`config.mk`:
```
export PLATFORM = sky130hd
export DESIGN_NAME = key_matrix_scan
export DESIGN_NICKNAME = d
export VERILOG_FILES = /design/src/rtl/key_matrix_scan.sv
export SDC_FILE = /design/constraint.sdc
export NUM_CORES = 1
export LEC_CHECK = 0
export CAP_MARGIN = 20
export CORE_UTILIZATION = 62
export CTS_CLUSTER_SIZE = 40
export DETAILED_ROUTE_END_ITERATION = 6
export PLACE_DENSITY = 0.85
export REMOVE_ABC_BUFFERS = 1
export SYNTH_ARGS = -nofsm -noshare
export SYNTH_HDL_FRONTEND = slang
export SYNTH_SLANG_ARGS = --single-unit
```
`constraint.sdc`:
```
create_clock -name raw_clk -period 3.45 [get_ports raw_clk]
set_clock_uncertainty 0.2 [all_clocks]
set_input_delay 0.5175 -clock raw_clk [delete_from_list [all_inputs] [get_ports raw_clk]]
set_output_delay 0.5175 -clock raw_clk [all_outputs]
set_load 0.1 [all_outputs]
```
`src/rtl/key_matrix_scan.sv`:
```
// Keyboard matrix front end: synchronizes and debounces 44 switches and
// serves the CPU's column strobes with the debounced image.
module key_matrix_scan #(
  parameter int TICK_DIV         = 12000,
  parameter int DEBOUNCE_SAMPLES = 4
) (
  input  logic        raw_clk,
  input  logic        button_reset,
  input  logic [43:0] key_raw,
  input  logic [10:0] pins_r,
  output logic [3:0]  pins_k,
  output logic [43:0] key_state,
  output logic        key_any,
  output logic        key_changed
);

  localparam int NR   = 11;
  localparam int NK   = 4;
  localparam int NKEY = NR * NK;
  localparam int DS   = DEBOUNCE_SAMPLES;
  localparam int CW   = (TICK_DIV > 1) ? $clog2(TICK_DIV) : 1;

  logic [NKEY-1:0]         sync1;
  logic [NKEY-1:0]         sync2;
  logic [CW-1:0]           tick_cnt;
  logic                    tick;
  logic [NKEY-1:0][DS-1:0] hist;
  logic [NKEY-1:0][DS-1:0] hist_upd;
  logic [NKEY-1:0]         state_nxt;
  logic [NK-1:0]           col_k;

  assign tick = (tick_cnt == CW'(TICK_DIV - 1));

  always_ff @(posedge raw_clk or negedge button_reset) begin
    if (!button_reset) begin
      sync1    <= '0;
      sync2    <= '0;
      tick_cnt <= '0;
    end else begin
      sync1 <= key_raw;
      sync2 <= sync1;
      if (tick) tick_cnt <= '0;
      else      tick_cnt <= tick_cnt + 1'b1;
    end
  end

  // A key flips only once its whole sample window agrees.
  always_comb begin
    hist_upd  = '0;
    state_nxt = key_state;
    for (int i = 0; i < NKEY; i++) begin
      hist_upd[i] = {hist[i][DS-2:0], sync2[i]};
      if (&hist_upd[i])
        state_nxt[i] = 1'b1;
      else if (~|hist_upd[i])
        state_nxt[i] = 1'b0;
    end
  end

  always_ff @(posedge raw_clk or negedge button_reset) begin
    if (!button_reset) begin
      hist        <= '0;
      key_state   <= '0;
      key_any     <= 1'b0;
      key_changed <= 1'b0;
    end else if (tick) begin
      hist        <= hist_upd;
      key_state   <= state_nxt;
      key_any     <= |state_nxt;
      key_changed <= (state_nxt != key_state);
    end else begin
      key_changed <= 1'b0;
    end
  end

  always_comb begin
    col_k = '0;
    for (int r = 0; r < NR; r++)
      for (int k = 0; k < NK; k++)
        col_k[k] = col_k[k] | (pins_r[r] & key_state[r*NK+k]);
  end

  always_ff @(posedge raw_clk or negedge button_reset) begin
    if (!button_reset) pins_k <= '0;
    else               pins_k <= col_k;
  end

endmodule
```
==> impl_metrics.py <==
metrics = {
    "clock_network": {
        "clkSlewWorstSetupHoldPaths_ns": 0.06,
        "tritoncts.num_buffers": 28,
        "cts-hold-fix-buffers": 1,
        "cts.path.max_buffers": 3,
        "tritoncts": "done",
        "clk-insertion-delay-late_ns": 0.55,
        "cts_htree_levels": 1,
        "clock-sinks": 284,
        "post-cts-setup-buffer-count": 0,
        "postCtsResizedCells": 0,
        "clock_tree.root_cell": "clkbuf_16",
    },
    "sta": {
        "rsz0062_at_grt": "no",
        "hold_viol": 0,
        "post-route-period-util_pct": 79.9,
        "max_freq_mhz": 363,
        "timing.final.crit_period_ns": 2.76,
        "drv_slew": 0,
        "finalWorstSetupSlack_ns": 0.694,
        "timing_worst_slew_pin_value_ns": 0.977,
        "fin_tns_setup_ns": 0,
        "setup_viol": 0,
        "max_slew_headroom_at_the_worst_pin_pct": 34.6,
    },
    "setup_path": {
        "critical_path.top_delay_family": "buffers and inverters",
        "timing.critical_path.slowest_cell_delay_ns": 1.15,
        "critPathArrivalTime_ns": 2.04,
        "critical_path.endpoint_type": "output port",
        "slowest_stage": "clkdlybuf4s50_1",
        "timing.critical_path.cells": "clkdlybuf4s50_1",
        "timing.setup.critical_path_class": "reg2out",
        "required_ns": 2.73,
        "cp_num_buf_inv": 1,
        "cp-start-kind": "register",
        "critPathMaxFanout": 1,
    },
    "synth": {
        "ys_top_cells_by_count": "441 x nand2_1, 284 x dfrtp_1",
        "yosys.cell_count.top_type": "nand2_1",
        "synth.largest_area_cell": "dfrtp_1",
        "postSynthAreaPerCell_sq_um": 9.64,
        "netlist_area_before_placement_sq_mm": 0.0119,
        "yosysSeqAreaShare_pct": 59.7,
        "synth-seq-cells": 284,
        "netlist.area_leader.share_pct": 59.7,
        "ys_warns": 0,
        "netlist_instances": 1235,
        "asyncSetResetFlopFracSynth_pct": 100,
        "dominantRegCellSynth": "dfrtp_1",
        "synth-edff-count": 0,
        "synthDistinctLibCells": 56,
        "synth_top_cells_by_area": "dfrtp_1 60%, nand2_1 14%, nor3b_1 2.0%, nand4_1 1.9%, nor4_1 1.9%",
    },
    "routing": {
        "drt_pre_antenna_iters": 6,
        "number_of_design_rule_violations_left_by_the_first_detailed_router_iteration": 1131,
        "avgViaCountPerCell": 6.25,
        "postRouteAntennaNets": 0,
        "routed_wirelength_um": 30500,
        "detail_route.wl_per_cell_um": 19.1,
        "drc_errors": 0,
        "vias": 9956,
    },
    "floorplanning": {
        "initial_utilization_pct": 63.4,
        "design.core.area_sq_mm": 0.0188,
        "chipWidth_um": 141,
        "die_height_um": 141,
        "placementRows": 50,
        "fp.dieArea_sq_mm": 0.0198,
        "total_i_o_pin_count": 107,
    },
    "grt": {
        "grt_start_max_net_pins": 97,
        "grt.overflow.total": 0,
        "antenna_violations_before_repair": 0,
        "first_global_vias": 9283,
        "aggregate_global_route_resource_usage_pct": 31.6,
        "grt_pass1_wl_um": 48600,
    },
    "cells_and_area": {
        "fin_util_pct": 75.3,
        "post-route-cell-area_sq_mm": 0.0141,
        "drive_above_1_share_pct": 7.73,
        "syn2layout_area_growth_pct": 18.7,
        "num_antenna_cells": 0,
        "fin_nets": 1398,
        "fillers": 1280,
    },
    "worst_hold_path": {
        "min_delay_path_class": "reg2reg",
    },
    "power_and_ir_drop": {
        "power_leakage_uw": 0.00690,
        "p_total_uw": 6840,
        "power.ir.vdd_worst_mv": 0.521,
        "power.density_mw_per_mm2": 484,
    },
    "placement": {
        "post-place-ws_ns": 0.805,
        "dp_hpwl_um": 20600,
        "gp_congestion": 0.973,
        "postPlaceCellArea_sq_mm": 0.0131,
        "buffer_ports.inserted": 106,
    },
    "status": {
        "run_status": "complete, no violations",
    },
    "job": {
        "max_cap_violations": 0,
    },
}
[logic make-up (layout without fill, tap and decap cells)]
group	after synthesis	in the layout	synth area share, %
XOR/XNOR	12	12	0.883
flip-flops	284	284	59.7
AO/OA/AOI/OAI	174	174	10.1
AND/OR/NAND/NOR	704	704	27.2
buffers and inverters	58	182	1.85
multiplexers	2	2	0.179
adder cells (fa/ha/maj)	1	1	0.105
[metal layers]
metal / GRT usage, % / vias to the layer above / part of all wire, %
met5: 0 / - / 0
met4: 13.4 / 0 / 4.2
met3: 5.50 / 93 / 8.9
met2: 50.4 / 502 / 47
met1: 43.3 / 4818 / 40
li1: - / 4543 / -
[worst paths after layout]
kind / startpoint / end / slack [ns] / depth (start not counted)
max: pins_k[3]$_DFF_PN0_ / pins_k[3] / 0.69 / 1
min: sync1[30]$_DFF_PN0_ / sync2[30]$_DFF_PN0_ / 0.14 / 0
max reg2reg: tick_cnt[0]$_DFF_PN0_ / key_state[42]$_DFFE_PN0N_ / 0.71 / 6
min reg2reg: sync1[30]$_DFF_PN0_ / sync2[30]$_DFF_PN0_ / 0.14 / 0
max in group asynchronous: button_reset / sync2[19]$_DFF_PN0_ / 1.75 / 3
min in group asynchronous: button_reset / sync2[20]$_DFF_PN0_ / 0.37 / 2
[cells in the final DEF, fill, tap and decap left out, types with 5 or more instances in the layout]
master	count
nand2_1	441
dfrtp_1	284
clkdlybuf4s50_1	59
buf_4	51
nand3_1	37
nor4_1	37
nor2_1	37
nand4_1	37
nor3b_1	31
o21ai_0	31
o21ai_1	30
clkbuf_16	29
or3_1	18
inv_1	17
a21oi_1	14
and3_1	13
a22o_1	13
nor3_1	13
nand2b_1	12
a221oi_1	11
o41ai_1	10
o22ai_1	9
a41oi_1	9
clkbuf_8	8
a222oi_1	7
nand3b_1	7
xnor2_1	6
xor2_1	6
a31oi_1	6
or4_1	6
a21o_1	5
clkbuf_1	5
[registers in the layout, indices dropped and copies added, names as in the netlist]
register     count
sync1           44
sync2           44
pins_k           4
key_state       44
hist           132
key_any          1
key_changed      1
tick_cnt        14
[final cells by class]
class | count | area, sq um | area share, %
clock inverter | 7 | 143 | 1.01
multi-input combinational | 893 | 4590 | 32.5
inverter | 17 | 63.8 | 0.452
clock buffer | 42 | 855 | 6.05
sequential | 284 | 7110 | 50.3
tap | 234 | 293 | 2.07
timing repair buffer | 116 | 1080 | 7.63
[through the flow]
step,instances,hold WS (ns)
3_3_place_gp,1543,0.131
2_1_floorplan,1194,0.0219
6_report,1593,0.144
3_5_place_dp,1543,0.135
5_1_grt,1593,0.147
4_1_cts,1593,0.146
[report_power, final]
group,leakage (uW),switching [uW],internal (uW)
Combinational,0.00266,96.6,73.9
Sequential,0.00375,40.2,3380
Clock,0.000489,1250,2000
Total,0.00690,1390,5450
Power figures use the tool's default switching activity.
